**src/rtl/alu_seq_pkg.sv**
```systemverilog
// alu_seq_pkg: opcodes, FSM state encoding and flag/compare bit indices for alu_seq.
// Latency: n/a (types and constants only).
// Backpressure: n/a.
package alu_seq_pkg;

    localparam logic [3:0] OP_ADD = 4'd0;
    localparam logic [3:0] OP_SUB = 4'd1;
    localparam logic [3:0] OP_AND = 4'd2;
    localparam logic [3:0] OP_OR  = 4'd3;
    localparam logic [3:0] OP_XOR = 4'd4;
    localparam logic [3:0] OP_NOT = 4'd5;
    localparam logic [3:0] OP_SHL = 4'd6;
    localparam logic [3:0] OP_SHR = 4'd7;
    localparam logic [3:0] OP_SRA = 4'd8;
    localparam logic [3:0] OP_CMP = 4'd9;
    localparam logic [3:0] OP_MUL = 4'd10;

    typedef enum logic [1:0] {
        IDLE = 2'd0,
        EXEC = 2'd1,
        DONE = 2'd2
    } state_t;

    // Bit positions inside the registered flag vector
    localparam int FLAG_V    = 0;
    localparam int FLAG_CY   = 1;
    localparam int FLAG_ZERO = 2;
    localparam int FLAG_NEG  = 3;
    localparam int FLAG_ERR  = 4;
    localparam int FLAG_N    = 5;

    // Bit positions of the CMP result inside C
    localparam int CMP_LT = 0;
    localparam int CMP_EQ = 1;
    localparam int CMP_GT = 2;

endpackage

```
**src/rtl/alu_seq_mul.sv**
```systemverilog
// alu_seq_mul: iterative unsigned shift-add multiplier, 2*WIDTH-bit product.
// Latency: WIDTH steps after start_i; done_o is high during the last step with product_o valid.
// Backpressure: none; caller must not pulse start_i while busy_o is high.
module alu_seq_mul #(
    parameter int WIDTH = 8
) (
    input  logic                 clk,
    input  logic                 rst,
    input  logic                 start_i,
    input  logic [WIDTH-1:0]     a_i,
    input  logic [WIDTH-1:0]     b_i,
    output logic                 busy_o,
    output logic                 done_o,
    output logic [2*WIDTH-1:0]   product_o
);
    localparam int SHW = $clog2(WIDTH);
    localparam logic [SHW-1:0] CNT_LAST = SHW'(WIDTH - 1);

    logic [2*WIDTH-1:0] mcand_q, mcand_d;
    logic [2*WIDTH-1:0] prod_q, prod_d, prod_step;
    logic [WIDTH-1:0]   mplier_q, mplier_d;
    logic [SHW-1:0]     cnt_q, cnt_d;
    logic               busy_q, busy_d;

    // product_o shows the value after the current step so the caller can
    // capture the final product on the same edge the last step completes.
    assign prod_step = prod_q + (mplier_q[0] ? mcand_q : '0);
    assign done_o    = busy_q && (cnt_q == CNT_LAST);
    assign busy_o    = busy_q;
    assign product_o = prod_step;

    // Next state: load operands on start, otherwise one shift-add step per cycle
    always_comb begin
        mcand_d  = mcand_q;
        prod_d   = prod_q;
        mplier_d = mplier_q;
        cnt_d    = cnt_q;
        busy_d   = busy_q;
        if (start_i) begin
            mcand_d  = {{WIDTH{1'b0}}, a_i};
            mplier_d = b_i;
            prod_d   = '0;
            cnt_d    = '0;
            busy_d   = 1'b1;
        end else if (busy_q) begin
            prod_d   = prod_step;
            mcand_d  = mcand_q << 1;
            mplier_d = mplier_q >> 1;
            cnt_d    = cnt_q + SHW'(1);
            if (done_o) begin
                busy_d = 1'b0;
            end
        end
    end

    // Multiplier state registers with synchronous reset
    always_ff @(posedge clk) begin
        if (rst) begin
            mcand_q  <= '0;
            prod_q   <= '0;
            mplier_q <= '0;
            cnt_q    <= '0;
            busy_q   <= 1'b0;
        end else begin
            mcand_q  <= mcand_d;
            prod_q   <= prod_d;
            mplier_q <= mplier_d;
            cnt_q    <= cnt_d;
            busy_q   <= busy_d;
        end
    end

endmodule

```
**src/rtl/alu_seq.sv**
```systemverilog
// alu_seq: registered WIDTH-bit ALU with V/Carry/Zero/Neg/Err flags; MUL built only with `define ALU_SEQ_MUL_EN.
// Latency: out_valid 1 cycle after acceptance; MUL WIDTH+1 cycles.
// Backpressure: one op in flight; in_ready low until the result is taken, outputs held while out_ready is low.
module alu_seq
    import alu_seq_pkg::*;
#(
    parameter int WIDTH = 8
) (
    input  logic             clk,
    input  logic             rst,
    input  logic             in_valid,
    output logic             in_ready,
    input  logic [WIDTH-1:0] A,
    input  logic [WIDTH-1:0] B,
    input  logic [3:0]       Op,
    output logic             out_valid,
    input  logic             out_ready,
    output logic [WIDTH-1:0] C,
    output logic [WIDTH-1:0] C_hi,
    output logic             V,
    output logic             Carry,
    output logic             Zero,
    output logic             Neg,
    output logic             Err
);
    localparam int SHW = $clog2(WIDTH);
    localparam logic [WIDTH-1:0] W_LIM = WIDTH'(WIDTH);

    state_t             state_q, state_d;
    logic [WIDTH-1:0]   c_q, c_d, chi_q, chi_d;
    logic [FLAG_N-1:0]  flags_q, flags_d;

    logic [WIDTH-1:0]   alu_c;
    logic               alu_v, alu_cy, alu_err;
    logic [WIDTH:0]     add_sum, sub_sum, shl_t, shr_t;
    logic signed [WIDTH:0] sra_t;
    logic [SHW-1:0]     sh;
    logic               sh_big;
    logic               take_mul;

    logic               load;
    logic [WIDTH-1:0]   res_c, res_chi;
    logic               res_v, res_cy, res_err;

    // Shifts carry one guard bit so the last bit shifted out falls into
    // bit WIDTH (left) or bit 0 (right); a zero shift leaves the guard at 0.
    assign add_sum = {1'b0, A} + {1'b0, B};
    assign sub_sum = {1'b0, A} + {1'b0, ~B} + {{WIDTH{1'b0}}, 1'b1};
    assign sh_big  = (B >= W_LIM);
    assign sh      = B[SHW-1:0];
    assign shl_t   = {1'b0, A} << sh;
    assign shr_t   = {A, 1'b0} >> sh;
    assign sra_t   = $signed({A, 1'b0}) >>> sh;

`ifdef ALU_SEQ_MUL_EN
    logic               mul_start, mul_busy, mul_done;
    logic [2*WIDTH-1:0] mul_prod;

    assign take_mul  = (Op == OP_MUL);
    assign in_ready  = (state_q == IDLE) && !mul_busy;
    assign mul_start = (state_q == IDLE) && in_valid && in_ready && take_mul;

    alu_seq_mul #(
        .WIDTH     (WIDTH)
    ) u_mul (
        .clk       (clk),
        .rst       (rst),
        .start_i   (mul_start),
        .a_i       (A),
        .b_i       (B),
        .busy_o    (mul_busy),
        .done_o    (mul_done),
        .product_o (mul_prod)
    );
`else
    assign take_mul = 1'b0;
    assign in_ready = (state_q == IDLE);
`endif

    // Single-cycle datapath: result and flags for every non-MUL opcode
    always_comb begin
        alu_c   = '0;
        alu_v   = 1'b0;
        alu_cy  = 1'b0;
        alu_err = 1'b0;
        case (Op)
            OP_ADD: begin
                alu_c  = add_sum[WIDTH-1:0];
                alu_cy = add_sum[WIDTH];
                alu_v  = (A[WIDTH-1] == B[WIDTH-1]) && (add_sum[WIDTH-1] != A[WIDTH-1]);
            end
            OP_SUB: begin
                alu_c  = sub_sum[WIDTH-1:0];
                alu_cy = sub_sum[WIDTH];
                alu_v  = (A[WIDTH-1] != B[WIDTH-1]) && (sub_sum[WIDTH-1] != A[WIDTH-1]);
            end
            OP_AND: alu_c = A & B;
            OP_OR:  alu_c = A | B;
            OP_XOR: alu_c = A ^ B;
            OP_NOT: alu_c = ~A;
            OP_SHL: begin
                if (!sh_big) begin
                    alu_c  = shl_t[WIDTH-1:0];
                    alu_cy = shl_t[WIDTH];
                end
            end
            OP_SHR: begin
                if (!sh_big) begin
                    alu_c  = shr_t[WIDTH:1];
                    alu_cy = shr_t[0];
                end
            end
            OP_SRA: begin
                if (sh_big) begin
                    alu_c = {WIDTH{A[WIDTH-1]}};
                end else begin
                    alu_c  = sra_t[WIDTH:1];
                    alu_cy = sra_t[0];
                end
            end
            OP_CMP: begin
                alu_c[CMP_LT] = (A < B);
                alu_c[CMP_EQ] = (A == B);
                alu_c[CMP_GT] = (A > B);
            end
`ifdef ALU_SEQ_MUL_EN
            OP_MUL: alu_c = '0;  // result is produced by the multiplier
`endif
            default: alu_err = 1'b1;
        endcase
    end

    // FSM next state and result capture; Zero/Neg always follow the captured C
    always_comb begin
        state_d = state_q;
        c_d     = c_q;
        chi_d   = chi_q;
        flags_d = flags_q;
        load    = 1'b0;
        res_c   = '0;
        res_chi = '0;
        res_v   = 1'b0;
        res_cy  = 1'b0;
        res_err = 1'b0;
        case (state_q)
            IDLE: begin
                if (in_valid && in_ready) begin
                    if (take_mul) begin
                        state_d = EXEC;
                    end else begin
                        load    = 1'b1;
                        res_c   = alu_c;
                        res_v   = alu_v;
                        res_cy  = alu_cy;
                        res_err = alu_err;
                        state_d = DONE;
                    end
                end
            end
`ifdef ALU_SEQ_MUL_EN
            EXEC: begin
                if (mul_done) begin
                    load    = 1'b1;
                    res_c   = mul_prod[WIDTH-1:0];
                    res_chi = mul_prod[2*WIDTH-1:WIDTH];
                    res_cy  = |mul_prod[2*WIDTH-1:WIDTH];
                    state_d = DONE;
                end
            end
`endif
            DONE: begin
                if (out_ready) begin
                    state_d = IDLE;
                end
            end
            default: state_d = IDLE;
        endcase
        if (load) begin
            c_d                = res_c;
            chi_d              = res_chi;
            flags_d            = '0;
            flags_d[FLAG_V]    = res_v;
            flags_d[FLAG_CY]   = res_cy;
            flags_d[FLAG_ZERO] = (res_c == '0);
            flags_d[FLAG_NEG]  = res_c[WIDTH-1];
            flags_d[FLAG_ERR]  = res_err;
        end
    end

    // State and output registers; reset aborts any op in flight
    always_ff @(posedge clk) begin
        if (rst) begin
            state_q <= IDLE;
            c_q     <= '0;
            chi_q   <= '0;
            flags_q <= '0;
        end else begin
            state_q <= state_d;
            c_q     <= c_d;
            chi_q   <= chi_d;
            flags_q <= flags_d;
        end
    end

    assign out_valid = (state_q == DONE);
    assign C         = c_q;
    assign C_hi      = chi_q;
    assign V         = flags_q[FLAG_V];
    assign Carry     = flags_q[FLAG_CY];
    assign Zero      = flags_q[FLAG_ZERO];
    assign Neg       = flags_q[FLAG_NEG];
    assign Err       = flags_q[FLAG_ERR];

endmodule

```
**config.mk**
```make
export PLATFORM = sky130hd
export DESIGN_NAME = alu_seq
export DESIGN_NICKNAME = d
export VERILOG_FILES = /design/src/rtl/alu_seq_pkg.sv /design/src/rtl/alu_seq_mul.sv /design/src/rtl/alu_seq.sv
export SDC_FILE = /design/constraint.sdc
export NUM_CORES = 1
export LEC_CHECK = 0
export BUFFER_PORTS_ARGS = -buffer_cell sky130_fd_sc_hd__buf_2
export CORE_ASPECT_RATIO = 2
export CORE_UTILIZATION = 35
export CTS_CLUSTER_DIAMETER = 120
export DETAILED_ROUTE_END_ITERATION = 6
export SETUP_SLACK_MARGIN = 0.2
export SLEW_MARGIN = 20
export SYNTH_ARGS = -nofsm -noshare
export SYNTH_HDL_FRONTEND = slang
export SYNTH_HIERARCHICAL = 1
export SYNTH_SLANG_ARGS = --single-unit
```
**constraint.sdc**
```tcl
create_clock -name clk -period 5 [get_ports clk]
set_input_delay 1 -clock clk [delete_from_list [all_inputs] [get_ports clk]]
set_output_delay 1 -clock clk [all_outputs]
set_load 0.03 [all_outputs]
```
Word level (Yosys, flattened, before mapping)
Index checks and enable logic that the tools add are counted.
{"block": "totals", "latch_bits": 0, "ff_bits": 15, "romBits": 0, "out_inout_bits": 23, "n_memories": 0, "in_bits": 24, "ram_bits": 0}
{"block": "op_classes", "eq_ne": 17, "n_shift": 3, "n_lt_le_gt_ge": 3, "mux": 24, "reduce_logical": 8, "mul": 0, "addsub": 3, "n_div": 0, "bitwise": 5}
{"op": "$pmux W5 S9", "count": 1}
{"op": "$mux W8", "count": 5}
{"op": "$pmux W3 S10", "count": 1}
{"op": "$add A8 B8 Y9", "count": 2}
{"op": "$eq A4 B3 Y1 const B", "count": 4}
{"op": "$not A8 Y8", "count": 2}
{"op": "$mux W1", "count": 12}
{"op": "$reduce_or A10 Y1", "count": 1}
{"op": "$add A9 B1 Y9 const B", "count": 1}
{"op": "$shl A8 B3 Y9", "count": 1}
{"op": "$shr A9 B3 Y9", "count": 1}
{"op": "$sshr A9 B3 Y9", "count": 1}
{"op": "$and A8 B8 Y8", "count": 1}
{"op": "$eq A4 B2 Y1 const B", "count": 2}
{"op": "$eq A4 B4 Y1 const B", "count": 2}
{"op": "$eq A8 B8 Y1", "count": 1}
{"op": "$ge A8 B4 Y1 const B", "count": 1}
{"op": "$gt A8 B8 Y1", "count": 1}
{"op": "$logic_not A8 Y1", "count": 1}
{"op": "$lt A8 B8 Y1", "count": 1}
{"op": "$or A8 B8 Y8", "count": 1}
{"op": "$xor A8 B8 Y8", "count": 1}
{"op": "$pmux W1 S5", "count": 1}
{"op": "$eq A4 B1 Y1 const B", "count": 1}
{"op": "11 further kinds", "count": 17}

Longest topological paths before layout
Gate-level depths: netlist of run 1.
{"block": "depth", "depth_word": 8, "ltp_mapped": 11}

Least setup slack after synthesis of run 1
No wires, ideal clock.
{"block": "synth_timing", "path_type": "input -> register", "start": "input port B[1]", "end": "register flags_q[2]", "path_buffers": 1, "setup_ns": 0.084, "arrival_time_ns": 3.351, "cell_stages": 10, "path_slack_ns": 1.565, "cell_sequence": "buf_2 -> inv_2 -> fa_1 -> nand2b_1 -> a21oi_1 -> a211oi_2 -> nor3b_1 -> or4b_1 -> a2111o_1 -> o31ai_2"}
{"block": "synth_via", "elab_chain_cells": 7}
{"item": "start, declared", "line": "alu_seq.sv:14", "source": "input logic [WIDTH-1:0] B,"}
{"item": "$not A8 Y8", "line": "alu_seq.sv:48", "source": "assign sub_sum = {1'b0, A} + {1'b0, ~B} + {{WIDTH{1'b0}}, 1'b1};"}
{"item": "$add A8 B8 Y9", "line": "alu_seq.sv:48"}
{"item": "$add A9 B1 Y9", "line": "alu_seq.sv:48"}
{"item": "$pmux W3 S10 or $pmux W5 S9 (tied branches)", "line": "alu_seq.sv:86", "source": "case (Op)"}
{"item": "$mux W8 (*)", "line": "alu_seq.sv:147", "source": "if (in_valid && in_ready) begin"}
{"item": "$mux W8 (*)", "line": "alu_seq.sv:145", "source": "case (state_q)"}
{"item": "$logic_not A8 Y1 (*)", "line": "alu_seq.sv:184", "source": "flags_d[FLAG_ZERO] = (res_c == '0);"}
{"item": "end signal, assigned", "line": "alu_seq.sv:201", "source": "flags_q <= flags_d;"}
{"item": "end, declared", "line": "alu_seq.sv:31", "source": "logic [FLAG_N-1:0] flags_q, flags_d;"}
Mark *: on every way between the ends. The rest lies on a longest branch, timed or not.
A chain may end at the register's enable or synchronous reset.

Worst setup path after layout of run 1
{"block": "layout_timing", "start": "input port B[0]", "end": "register flags_q[2]"}
Same word-level chain as after synthesis.

==> summary.md, run 1 <==
| Metric | Value |
|---|---|
| Combinational family with the most area after synthesis | `compound AO/OA/AOI/OAI gates` |
| Final setup viols | `0` |
| WP buf/inv | `2` |
| Share of layout cells above drive strength 1 | `a little under a fifth` |
| Mapped Area | `0.00272 mm^2` |
| Vias in the first global route | `2748` |
| Final Max Tran Viols | `0` |
| Initial cell density of the core | `about 36%` |
| Critical Path RT | `5.16 ns` |
| CP max stage cell | `or4b_1` |
| Cells after Synth | `355` |
| Fin util | `about two fifths` |
| Status | `completed` |
| Critical path launch point | `B[0]` |
| Htree depth | `1` |
| Maximum Capacitance Violations | `0` |
| Layout Skew | `about 0.0012 ns` |
| Routed Antenna Nets | `0` |
| Multiplexer area fraction after synthesis | `9.91%` |
| Critical Path End | `flags_q[2]` |
| Largest net degree at the start of global routing | `35` |
| Yosys top cell by area | `ha_1` |
| I/O pins | `between 40 and 50` |
| Critical path launch point type | `input port` |
| Row cnt | `45` |
| Fraction of the mapped netlist area in adder cells | `13.0%` |
| Final nets | `~430` |
| CP peak stage delay | `0.54 ns` |
| Final GP Congestion | `1.03` |
| CP endpoint kind | `flop` |
| WL final | `9780 um` |
| Port buffer count | `38` |
| CP Class | `input port to flop` |
| Die width | `64.3 um` |
| Post-synthesis sequential area ratio | `9.59%` |
| Tot GR Track Use | `between 20% and 30%` |
| WL per Instance | `just over 20 um` |
| Clock root cell | `clkbuf_16` |
| Post-CTS resize count | `0` |
| Worst path top cell family by delay | `compound AO/OA/AOI/OAI gates` |
| Worst Max-Slew Pin Slew | `1.11 ns` |
| R2R setup slack | `around 3.1 ns` |
| Vias post-DR | `2892` |
| Initial antenna violation count | `0` |
| Core outline area | `0.00754 mm^2` |
| Synth Area per Inst | `7.65 um^2` |
| Fill cells | `838` |
| Simple-gate share of the synthesized area | `27.0%` |
| Max_slew headroom | `25.4%` |
| CTS Sinks | `13` |
| Compound-Gate Fraction of Synth Area | `29.2%` |
| Max FO, Critical Path | `24` |
| Synthesis Warnings | `6` |
| CP Depth | `11` |
| TritonCTS Buffers | `3` |
| Synth unique cells | `73` |
| VDD IR max | `79.1 uV` |
| Top cell type's share of synthesized area | `between 10 and 15%` |
| Chip height | `127 um` |
| Final Hold Vio Count | `0` |
| Minimum clock period | `3.73 ns` |
| Die ar. | `roughly 0.0081 mm^2` |
| CTS tree | `done` |
| Max Root-Sink Buffers | `2` |
| Post-route DRC | `0` |
| Synth area leaders | `ha_1 (12%), dfxtp_1 (9.6%), a21oi_1 (6.3%)` |
| Hold Buf Count CTS | `0` |
| Detail Placement HPWL | `7840 um` |
| #FFs+latches synth | `13` |
| Drt initial violations | `123` |
| Hold Crit Class | `flop to flop` |
| CP arrival | `3.88 ns` |
| Power Density | `173 mW/mm^2` |
| Clock transition at path regs | `0.04 ns` |
| Global-route wire length before repair | `14900 um` |
| Setup TNS | `0 ns` |
| RSZ-0062 raised after global routing | `no` |
| Inserted Diodes | `0` |
| Fmax | `~270 MHz` |
| Reg2reg start | `state_q[1]` |
| EDFF count, synth | `0` |
| Overflow after GRT | `0` |
| Synth Flop Type | `dfxtp_1` |
| Final period util | `between 70 and 80%` |
| Post-CTS Repair Setup Buffers | `0` |
| Syn-to-layout area delta | `8.76%` |
| Static leakage | `0.00124 uW` |
| Via-to-Cell Ratio | `6.14` |
| Reg-to-reg endpoint | `flags_q[2]` |
| Clock latency at the later pin of the worst-skew pair | `between 0.2 and 0.25 ns` |
| Asr flop ratio synth | `0%` |
| Worst Reg-to-Reg Cells | `7` |
| Post-synthesis xor/xnor area fraction | `less than 1%` |
| Worst path cell trace | `buf_2 > ha_1 > inv_1 > fa_1 > nand2b_1 > a21oi_1 > a211oi_2 > nor3b_1 > or4b_1 > a2111o_1 > o31ai_2` |
| Router iterations before antenna repair | `4` |
## layout by cell type, fill, tap and decap left out, types with 3 or more instances in the layout
master / Yosys / layout
a2111oi_0: 3 / 3
a211o_1: 3 / 3
a211oi_1: 7 / 7
a21o_1: 3 / 3
a21oi_1: 34 / 34
a221o_1: 4 / 4
a221oi_1: 4 / 4
a31oi_1: 6 / 6
and2_1: 3 / 3
and3_1: 5 / 5
buf_2: 9 / 38
buf_4: 11 / 3
clkbuf_16: 0 / 3
conb_1: 1 / 8
dfxtp_1: 13 / 13
ha_1: 25 / 25
inv_1: 20 / 20
mux2i_1: 7 / 7
mux4_2: 6 / 6
nand2_1: 26 / 26
nand2b_1: 9 / 9
nand3_1: 5 / 5
nand3b_1: 5 / 5
nor2_1: 27 / 27
nor2b_1: 12 / 12
nor3_1: 7 / 7
nor3b_1: 3 / 3
nor4_1: 6 / 6
nor4b_1: 3 / 3
o211ai_1: 10 / 10
o21ai_0: 11 / 11
o221ai_1: 4 / 4
or4_1: 3 / 3
or4b_1: 3 / 3
## state kept, by name, summed over array words and instances, names as in the netlist
name / cells
C: 7
flags_q: 5
state_q: 1
## cell usage after synthesis (all sizes together), types with 8 or more instances
library cell	number
a21oi	34
nand2	27
nor2	27
ha	25
buf	23
inv	21
dfxtp	13
nor2b	12
o21ai	11
o211ai	10
nand2b	9
a211oi	8
nor3	8
## per-stage QoR
stage | cell area (um^2) | std cells | power (uW) | setup slack (ns) | hold WS [ns]
3_5_place_dp | 2870 | 467 | 358 | 1.05 | 0.444
2_1_floorplan | 2740 | 362 | 292 | 1.57 | 0.581
4_1_cts | 2950 | 471 | 507 | 1.28 | 0.450
6_report | 2950 | 471 | 511 | 1.27 | 0.449
3_3_place_gp | 2870 | 467 | 356 | 1.09 | 0.443
5_1_grt | 2950 | 471 | 538 | 1.08 | 0.470
## worst min path at each step
stage,start,endpoint,slack [ns],depth (start not counted)
after floorplan,C[1],C[1],0.58,2
after global placement,C[1],C[1],0.44,2
after detailed placement,C[1],C[1],0.44,2
after CTS,C[1],C[1],0.45,2
after global routing,flags_q[0],flags_q[0],0.47,2
final,C[1],C[1],0.45,2
## cell families after synthesis
kind of cell / count (synthesis)
and+or+nand+nor: 130
buffers and inverters: 51
AOI/OAI and AO/OA: 113
muxes: 17
other: 1
adders and majority gates: 27
DFF: 13
xor gates and xnor gates: 3
## per-layer routing
metal | share of wire, % | GRT usage [%]
met5 | 0 | 0
met3 | 5.3 | 3.51
met2 | 53 | 44.6
met4 | 9.1 | 20.5
met1 | 33 | 23.0
## report_power, final
group	internal [uW]	switching, uW
combinational	87.6	162
sequential	109	2.72
clock	107	41.9
total	304	207
## layout make-up
| cell class | count | area (um^2) | area share (%) |
|---|---|---|---|
| Multi-Input combinational cell | 298 | 2200 | 74.7 |
| Tap cell | 94 | 118 | 3.98 |
| Clock buffer | 4 | 78.8 | 2.67 |
| Timing Repair Buffer | 41 | 213 | 7.20 |
| Sequential cell | 13 | 260 | 8.81 |
| Inverter | 21 | 78.8 | 2.67 |
## worst reg2reg max path, cell delays in order, from the launching register on
cell,delay (ns)
dfxtp_1,0.38
inv_1,0.07
nand2_1,0.36
a21oi_1,0.19
o2111a_1,0.20
nor2_1,0.18
nand3_1,0.14
o31ai_2,0.27
Note: power is estimated with default switching activity, not from simulation.
==> run 2: changes to the inputs <==
==> constraint.sdc (replaced) <==
create_clock -name clk -period 3.2 [get_ports clk]
set_input_delay 0.64 -clock clk [delete_from_list [all_inputs] [get_ports clk]]
set_output_delay 0.64 -clock clk [all_outputs]
set_load 0.03 [all_outputs]
==> run 2 against run 1 <==
Compared with the run above: die area unchanged; highest routed layer unchanged; clock power up 55%; via count is 7.6% higher; cell area increased by 13%.
==> summary.md, run 2 (same netlist as run 1, synthesis figures left out) <==
| Metric | Value |
|---|---|
| Max Root-Sink Buffers | `2 (unchanged)` |
| CTS tree | `done (unchanged)` |
| Reg-to-reg endpoint | `flags_q[2] (unchanged)` |
| Routed Antenna Nets | `0 (unchanged)` |
| I/O pins | `47 (unchanged)` |
| Setup TNS | `0 ns (unchanged)` |
| Global-route wire length before repair | `16600 um (was 14900 um)` |
| Multi-input gate area | `0.00222 mm^2 (was 0.00220 mm^2)` |
| Final period util | `about 92%` |
| Vias in the first global route | `3143 (was 2748)` |
| Layout Skew | `0.000968 ns (was 0.00121 ns)` |
| Final setup viols | `0 (unchanged)` |
| Worst Reg-to-Reg Cells | `7 (unchanged)` |
| Largest net degree at the start of global routing | `30 (was 35)` |
| Hold path endpoint | `C[1] (unchanged)` |
| Final GP Congestion | `0.970 (was 1.03)` |
| WL per Instance | `20.4 um (was 20.8 um)` |
| Post-route DRC | `0 (unchanged)` |
| Drt initial violations | `242 (was 123)` |
| Initial antenna violation count | `0 (unchanged)` |
| Fin cells | `520 (was 471)` |
| CP most frequent cell | `inv_1` |
| WL final | `10600 um (was 9780 um)` |
| Minimum clock period | `just under 3 ns` |
| Hold Buf Count CTS | `0 (unchanged)` |
| Die width | `64.3 um (unchanged)` |
| Htree depth | `1 (unchanged)` |
| Hold Path Stages | `2 (unchanged)` |
| VDD IR max | `160 uV (was 79.1 uV)` |
| WP buf/inv | `3 (was 2)` |
| Reg2reg start | `state_q[1] (unchanged)` |
| Max FO, Critical Path | `3 (was 24)` |
| Hold Crit Class | `flop to flop (unchanged)` |
| Port buffer count | `38 (unchanged)` |
| Worst Max-Slew Pin Slew | `0.935 ns (was 1.11 ns)` |
| Via-to-Cell Ratio | `5.99 (was 6.14)` |
| CTS Sinks | `13 (unchanged)` |
| Commonest non-fill, non-tap cell in the layout | `buf_4 (was buf_2)` |
| Chip height | `127 um (unchanged)` |
| Initial cell density of the core | `36.0% (unchanged)` |
| Router iterations before antenna repair | `5 (was 4)` |
| Maximum Capacitance Violations | `0 (unchanged)` |
| Worst path top cell family by delay | `compound AO/OA/AOI/OAI gates (unchanged)` |
| Fin util | `44.2% (was 39.1%)` |
| Largest register FFs | `7 (unchanged)` |
| Fmax | `around 340 MHz` |
| Die ar. | `0.00814 mm^2 (unchanged)` |
| Static leakage | `0.00148 uW (was 0.00124 uW)` |
| Tot GR Track Use | `26.6% (was 24.4%)` |
| Core outline area | `0.00754 mm^2 (unchanged)` |
| Share of layout cells above drive strength 1 | `28.9% (was 18.3%)` |
| Overflow after GRT | `0 (unchanged)` |
| Hold_sp | `C[1] (unchanged)` |
| Row cnt | `45 (unchanged)` |
| Clock latency at the later pin of the worst-skew pair | `0.24 ns (about the same)` |
| Clock root cell | `clkbuf_16 (unchanged)` |
| Critical Path RT | `3.36 ns (was 5.16 ns)` |
| Status | `completed (unchanged)` |
| Placed Instances | `516 (was 467)` |
| CP max stage cell | `or4b_4 (was or4b_1)` |
| Commonest cells after routing, fill and taps aside | `buf_4 (52), buf_2 (38), a21oi_1 (34) (was buf_2 (38), a21oi_1 (34), nor2_1 (27))` |
| TritonCTS Buffers | `3 (unchanged)` |
| R2R setup slack | `1.32 ns (was 3.12 ns)` |
| Clock transition at path regs | `0.04 ns (about the same)` |
| Syn-to-layout area delta | `22.8% (was 8.76%)` |
| Detail Placement HPWL | `8810 um (was 7840 um)` |
| Final Hold Vio Count | `0 (unchanged)` |
| CP peak stage delay | `0.54 ns (about the same)` |
| Max_slew headroom | `36.8% (was 25.4%)` |
| Worst path cell trace | `buf_2 > inv_1 > ha_1 > inv_1 > fa_2 > nand2b_1 > a21oi_1 > a211oi_2 > nor3b_1 > or4b_4 > a2111o_1 > o31ai_2 (was buf_2 > ha_1 > inv_1 > fa_1 > nand2b_1 > a21oi_1 > a211oi_2 > nor3b_1 > or4b_1 > a2111o_1 > o31ai_2)` |
| Inserted Diodes | `0 (unchanged)` |
| CP endpoint kind | `flop (unchanged)` |
| RSZ-0062 raised after global routing | `yes (was no)` |
| CP Class | `input port to flop (unchanged)` |
| Vias post-DR | `3113 (was 2892)` |
| Final Max Tran Viols | `0 (unchanged)` |
| CP arrival | `3.11 ns (was 3.88 ns)` |
| Final nets | `478 (was 429)` |
| Power Density | `257 mW/mm^2 (was 173 mW/mm^2)` |
| Critical path launch point type | `input port (unchanged)` |
| FF+latch area | `260 um^2 (unchanged)` |
| Fill cells | `793 (was 838)` |
run 2: worst max-delay path by stage:
stage,endpoint,slack (ns),depth (start not counted),startpoint
final,flags_q[2],0.24,12,A[0]
after global routing,flags_q[2],0.09,10,A[0]
after CTS,flags_q[2],0.22,12,A[0]
after detailed placement,flags_q[2],-0.06,10,A[0]
after global placement,flags_q[2],-0.02,11,A[3]
after floorplan,flags_q[2],0.24,11,B[2]
run 2: repair_timing:
action	4_1_cts	5_1_grt
pin swaps	0	3
endpoints found under the setup margin	1	2
resized for setup	2	2
buffers inserted	0	0
run 2: final cells by class:
cell class                      count  share of cell area [%]
Timing Repair Buffer               90                    17.4
Sequential cell                    13                    7.81
Clock buffer                        4                    2.36
Inverter                           21                    2.36
Multi-Input combinational cell    298                    66.5
Tap cell                           94                    3.53
run 2: metrics by stage:
step                hold WS, ns  total power (uW)  instance area (um^2)  worst slack, ns
floorplan                 0.581               457                  2750            0.235
CTS                       0.453               855                  3330            0.219
global placement          0.441               617                  3240          -0.0226
global route              0.476               902                  3330           0.0873
detailed placement        0.447               620                  3240          -0.0570
finish                    0.449               857                  3330            0.242
run 2: power breakdown:
part	switching, uW	leakage [uW]	internal (uW)
clock network	63.6	0.0000382	168
registers	4.45	0.000106	170
logic	266	0.00133	184
run 2: worst reg2reg max path, stage by stage (launching register included):
cell,delay (ns)
dfxtp_1,0.38
inv_1,0.07
nand2_1,0.36
a21oi_1,0.20
o2111a_1,0.20
nor2_1,0.20
nand3_1,0.13
o31ai_2,0.25
run 2: per-layer routing:
layer	wire length, um	vias up	GRT usage (%)
met4	1100	0	22.6
met5	0	-	0
li1	-	1463	-
met3	442	52	1.62
met2	5490	134	48.4
met1	3560	1464	26.3
